File: config.mk
export PLATFORM = sky130hd
export DESIGN_NAME = bob_indir_mp
export DESIGN_NICKNAME = d
export VERILOG_FILES = /design/src/rtl/bob_indir_mp.sv
export SDC_FILE = /design/constraint.sdc
export NUM_CORES = 1
export LEC_CHECK = 0
export ABC_AREA = 1
export CAP_MARGIN = 20
export CORE_AREA = 2 2 567 456
export DETAILED_ROUTE_END_ITERATION = 8
export DIE_AREA = 0 0 569 458
export DONT_BUFFER_PORTS = 1
export PLACE_DENSITY_LB_ADDON = 0.12
export SLEW_MARGIN = 30
export SYNTH_ARGS = -nofsm -noshare
export SYNTH_HDL_FRONTEND = slang
export SYNTH_SLANG_ARGS = --single-unit
File: constraint.sdc
create_clock -name clk -period 9.55 [get_ports clk]
set_input_delay 1.91 -clock clk [delete_from_list [all_inputs] [get_ports clk]]
set_output_delay 1.91 -clock clk [all_outputs]
set_load 0.02 [all_outputs]
File: src/rtl/bob_indir_mp.sv
// Multi-port BOB indirection store: payload array plus per-entry ready bitmap.
// Each read port holds its captured index until that entry is ready, then delivers one beat.
module bob_indir_mp #(
  parameter int ADDR_WIDTH = 4,
  parameter int DATA_WIDTH = 65,
  parameter int ADDR_COUNT = 16,
  parameter int RD_PORTS   = 2,
  parameter int WR_PORTS   = 2
) (
  input  logic                           clk,
  input  logic                           rst,
  input  logic [RD_PORTS-1:0]            rd_clkEn,
  input  logic [RD_PORTS*ADDR_WIDTH-1:0] rd_addr,
  output logic [RD_PORTS*DATA_WIDTH-1:0] rd_data,
  output logic [RD_PORTS-1:0]            rd_valid,
  output logic [RD_PORTS-1:0]            rd_wait,
  input  logic [WR_PORTS*ADDR_WIDTH-1:0] wr_addr,
  input  logic [WR_PORTS*DATA_WIDTH-1:0] wr_data,
  input  logic [WR_PORTS-1:0]            wr_wen,
  input  logic [ADDR_WIDTH-1:0]          rdyI_addr,
  input  logic                           rdyI_ready,
  input  logic                           rdyI_wen,
  input  logic                           flush
);

  typedef enum logic {IDLE, BUSY} state_t;

  logic [DATA_WIDTH-1:0] ram [ADDR_COUNT];
  logic [ADDR_COUNT-1:0] ready;

  // Later loop iterations override earlier ones, so the highest write port wins a collision.
  always_ff @(posedge clk) begin
    for (int w = 0; w < WR_PORTS; w++) begin
      if (wr_wen[w]) ram[wr_addr[w*ADDR_WIDTH +: ADDR_WIDTH]] <= wr_data[w*DATA_WIDTH +: DATA_WIDTH];
    end
  end

  always_ff @(posedge clk) begin
    if (rst || flush) begin
      ready <= '0;
    end else begin
      for (int w = 0; w < WR_PORTS; w++) begin
        if (wr_wen[w]) ready[wr_addr[w*ADDR_WIDTH +: ADDR_WIDTH]] <= 1'b1;
      end
      if (rdyI_wen) ready[rdyI_addr] <= rdyI_ready;
    end
  end

  for (genvar p = 0; p < RD_PORTS; p++) begin : g_rd
    state_t                state;
    logic [ADDR_WIDTH-1:0] addr_q;
    logic                  hit;

    assign hit = ready[addr_q];

    always_ff @(posedge clk) begin
      if (rst) begin
        state  <= IDLE;
        addr_q <= '0;
      end else if (flush) begin
        state <= IDLE;
      end else begin
        case (state)
          IDLE: begin
            if (rd_clkEn[p]) begin
              addr_q <= rd_addr[p*ADDR_WIDTH +: ADDR_WIDTH];
              state  <= BUSY;
            end
          end
          BUSY: begin
            if (hit) begin
              if (rd_clkEn[p]) addr_q <= rd_addr[p*ADDR_WIDTH +: ADDR_WIDTH];
              else             state  <= IDLE;
            end
          end
          default: state <= IDLE;
        endcase
      end
    end

    assign rd_data[p*DATA_WIDTH +: DATA_WIDTH] = ram[addr_q];
    assign rd_valid[p] = (state == BUSY) &&  hit;
    assign rd_wait[p]  = (state == BUSY) && !hit;
  end

endmodule
* Yosys cells after proc, flatten, opt, wreduce, memory -nomap -nowiden *
Memories as Yosys holds them, arrays and structs flattened. A register that Yosys moved wholly into a read port is not among the register bits.
Index checks and enable logic that the tools add are counted.

storage, ports and cells
  flip-flop bits (word level) = 26
  RAM bits = 1040
  input port bits = 159
  logic and storage cells = 70
  memories = 1

cells by class
  $lt $le $gt $ge = 8
  equal/unequal tests = 2
  multiplexer cells = 36
  bitwise gates (word level) = 5
  reductions and logical operators = 13

memory list
  memory  depth  bits a word  rd ports  clocked after Yosys merged registers in  write ports  RTL line  source
  ram     16     65           2         2                                        2            28        logic [DATA_WIDTH-1:0] ram [ADDR_COUNT];

operator list
  kind                number
  $mux 16             5
  $mux 4              8
  $or 16x16->16       2
  $lt 4x5->1 const B  5
  $bwmux 16           1
  $pmux 4 s2          2
  $mux 1              13
  $demux 1 s4         3
  $ge 4x1->1 const B  3
  $bmux 1 s4          2
  $logic_and 1x1->1   7
  $ne 2x1->1 const B  2
  $pmux 1 s2          2
  $reduce_and 2->1    2
  $not 1->1           3
  $logic_not 1->1     2
  $reduce_or 2->1     1
  $logic_or 1x1->1    1

* Longest topological paths before layout *
  depth after elaboration = 12
  depth in mapped cells = 11
  mapped depth without buffers = 10

* Worst setup path after synthesis *
No wires, ideal clock.

  kind = input port to flip-flop
  from = in wr_wen[0]
  to = mem ram[9][0] (enable)
  data arrival time = 8688 ps
  data required time = 8882 ps
  path slack = 194 ps
  stages on the path = 2
  cells stage by stage = inv_1 -> o41ai_1

RTL lines
  what             RTL line  source
  start, declared  19        input logic [WR_PORTS-1:0] wr_wen,
  end, declared    28

==> impl_metrics.json <==
{
  "syn_inst": 7877,
  "fin_util": 0.275,
  "ant_nets": 0,
  "r2r_slack_ns": 7.39,
  "p_leak_nw": 26.2,
  "antenna_found_initial": 4,
  "cts_buffers": 146,
  "drv_cap": 0,
  "syn_area_per_cell_um2": 8.06,
  "min_path_type": "register to register",
  "place_inst": 10600,
  "drc": 0,
  "post_cts_hold_buffer_count": 0,
  "fin_worst_skew_ns": 0.0184,
  "status": "finished, final reports clean",
  "max_slew_margin": 0.272,
  "grt.busiest_layer": "met2",
  "drive_gt1_frac": 0.0464,
  "worstSetupPathType": "register to primary output",
  "grt_max_degree": 212,
  "chipWidth_um": 569,
  "placement.io_buffers": 0,
  "setup_viol": 0,
  "drv_slew": 0,
  "ys.warnings.count": 0,
  "final_common_cell": "o21ai_0",
  "fp-row-count": 166,
  "synth.net_count": 8036,
  "final_hold_viol_count": 0,
  "power_density_nw_per_um2": 182,
  "worst_slew_pin_slew_ns": 1.09,
  "startpoint_type": "register",
  "ys_seq_area_frac": 0.503,
  "pin_count": 293,
  "min_period_ns": 6.05,
  "end_kind": "primary output",
  "antenna_cells": 0,
  "rsz0062_at_grt": "no",
  "max_freq_mhz": 165,
  "cts_setup_buffers": 0,
  "core_area_um2": 255000,
  "tritoncts": "done",
  "ctsResizeCount": 0,
  "gr-usage-all-layers": 0.199,
  "critical_path_arrival_ns": 4.14,
  "setup_tns_ns": 0,
  "drt-vias-per-instance": 5.14,
  "htreeDepth": 4,
  "drt_wl_total_um": 267000,
  "clock-root-buffer": "clkbuf_16",
  "stdcell_count": 10800,
  "overflow": 0,
  "cts_buffer_depth": 4,
  "die_h_um": 458,
  "cts_sinks": 1074,
  "cp.required_ns": 7.64,
  "peakVddDrop_mv": 0.124,
  "firstDrtPassIters": 6,
  "syn2layout_area_growth_pct": 10.4,
  "routabilityCongestion": 0.769,
  "clkLatencyLatePin_ns": 0.82,
  "ys_ff_latch": 1074,
  "crit_fanout": 178,
  "grt_pass1_vias": 52500,
  "period_share": 0.634,
  "die-area_um2": 261000,
  "dp_hpwl_um": 150000,
  "synth_area_um2": 63500,
  "nets": 7509,
  "first_iter_violations": 5752,
  "vias": 55500,
  "yosys.cell_types.count": 30,
  "final_cell_mix": "1918 x o21ai_0, 1738 x nand2_1, 1040 x edfxtp_1",
  "clk_pin_slew_worst_paths_ns": 0.06,
  "initial_utilization": 0.249,
  "wl_per_cell_um": 24.7,
  "hold_slack_ns": 0.562,
  "met1_usage": 0.276,
  "grt_first_pass_wirelength_um": 383000,
  "grt_use_met2": 0.322,
  "grtUsageMet3": 0.0306
}
## per-layer routing
layer  part of all wire  up-vias
li1                   -    26400
met1               0.46    27000
met2               0.46     1834
met3              0.060      309
met4              0.022        4
met5            0.00010        -
## critical path: stages (launching register included)
cell and delay [ns]:
dfxtp_4 0.83, buf_12 0.52, buf_4 0.65, a21oi_1 0.13, o21ai_0 0.12, nand2_1 0.07, o221ai_1 0.33, nand2_1 0.27
## stage by stage
| stage | area (µm²) | worst slack, ns | total power (W) |
|---|---|---|---|
| after floorplan | 63500 | 0.194 | 0.00699 |
| after global placement | 65500 | 3.96 | 0.00766 |
| after detailed placement | 65600 | 4.25 | 0.00768 |
| after CTS | 69900 | 3.59 | 0.0130 |
| after global routing | 70100 | 3.36 | 0.0133 |
| final | 70100 | 3.50 | 0.0128 |
## area by class of cell
class,instances,area [µm²]
Clock buffer,189,3890
Tap cell,3360,4200
Inverter,704,2660
Clock inverter,58,403
Timing Repair Buffer,118,1230
Fill cell,27000,185000
Sequential cell,1074,31900
Multi-Input combinational cell,5306,25700
## sequential cells by signal, indices dropped and copies added (netlist names), named ones only
| signal | flops |
|---|---|
| ram | 1040 |
| ready | 16 |
| g_rd.addr_q | 8 |
| g_rd.state | 2 |
## path summary, 6_finish.rpt
| check | endpoint | startpoint | cells after the start |
|---|---|---|---|
| max | rd_data[114] | register | 7 |
| min | ready[11] | ready[11] | 2 |
| max reg2reg | register | g_rd[0].addr_q[0] | 10 |
| min reg2reg | ready[11] | ready[11] | 2 |
## logic make-up (layout without fill, tap and decap cells)
group / after synthesis / in the layout / share of synthesized area
flip-flops: 1074 / 1074 / 0.503
AND/OR/NAND/NOR: 2118 / 2118 / 0.132
buffers and inverters: 1497 / 1069 / 0.0970
AO/OA/AOI/OAI: 3188 / 3188 / 0.268
## power by group
part | switching [W] | total (W) | leakage, nW | internal, W
combinational | 0.00158 | 0.00210 | 14.4 | 0.000515
clock | 0.00225 | 0.00521 | 2.10 | 0.00297
sequential | 0.0000959 | 0.00548 | 9.69 | 0.00538
## cells in the mapped netlist (all sizes together)
| cell type | n | area (µm²) |
|---|---|---|
| o21ai | 1958 | 9800 |
| a31o | 1 | 8.76 |
| nand2 | 1748 | 6560 |
| nand3 | 301 | 1530 |
| nand3b | 1 | 7.51 |
| edfxtp | 1040 | 31200 |
| nor3 | 21 | 105 |
| o211ai | 172 | 1290 |
| inv | 701 | 2630 |
| a21oi | 868 | 4340 |
| a211oi | 7 | 52.6 |
| o22ai | 17 | 106 |
| o221ai | 157 | 1380 |
| nor2 | 47 | 194 |
| o31ai | 3 | 22.5 |
| o21a | 2 | 15.0 |
| dfxtp | 34 | 681 |
| buf | 360 | 1890 |
| clkbuf | 433 | 1630 |
| o41ai | 1 | 8.76 |
| clkinv | 3 | 11.3 |
| a21boi | 2 | 15.0 |
Power figures use the tool's default switching activity.
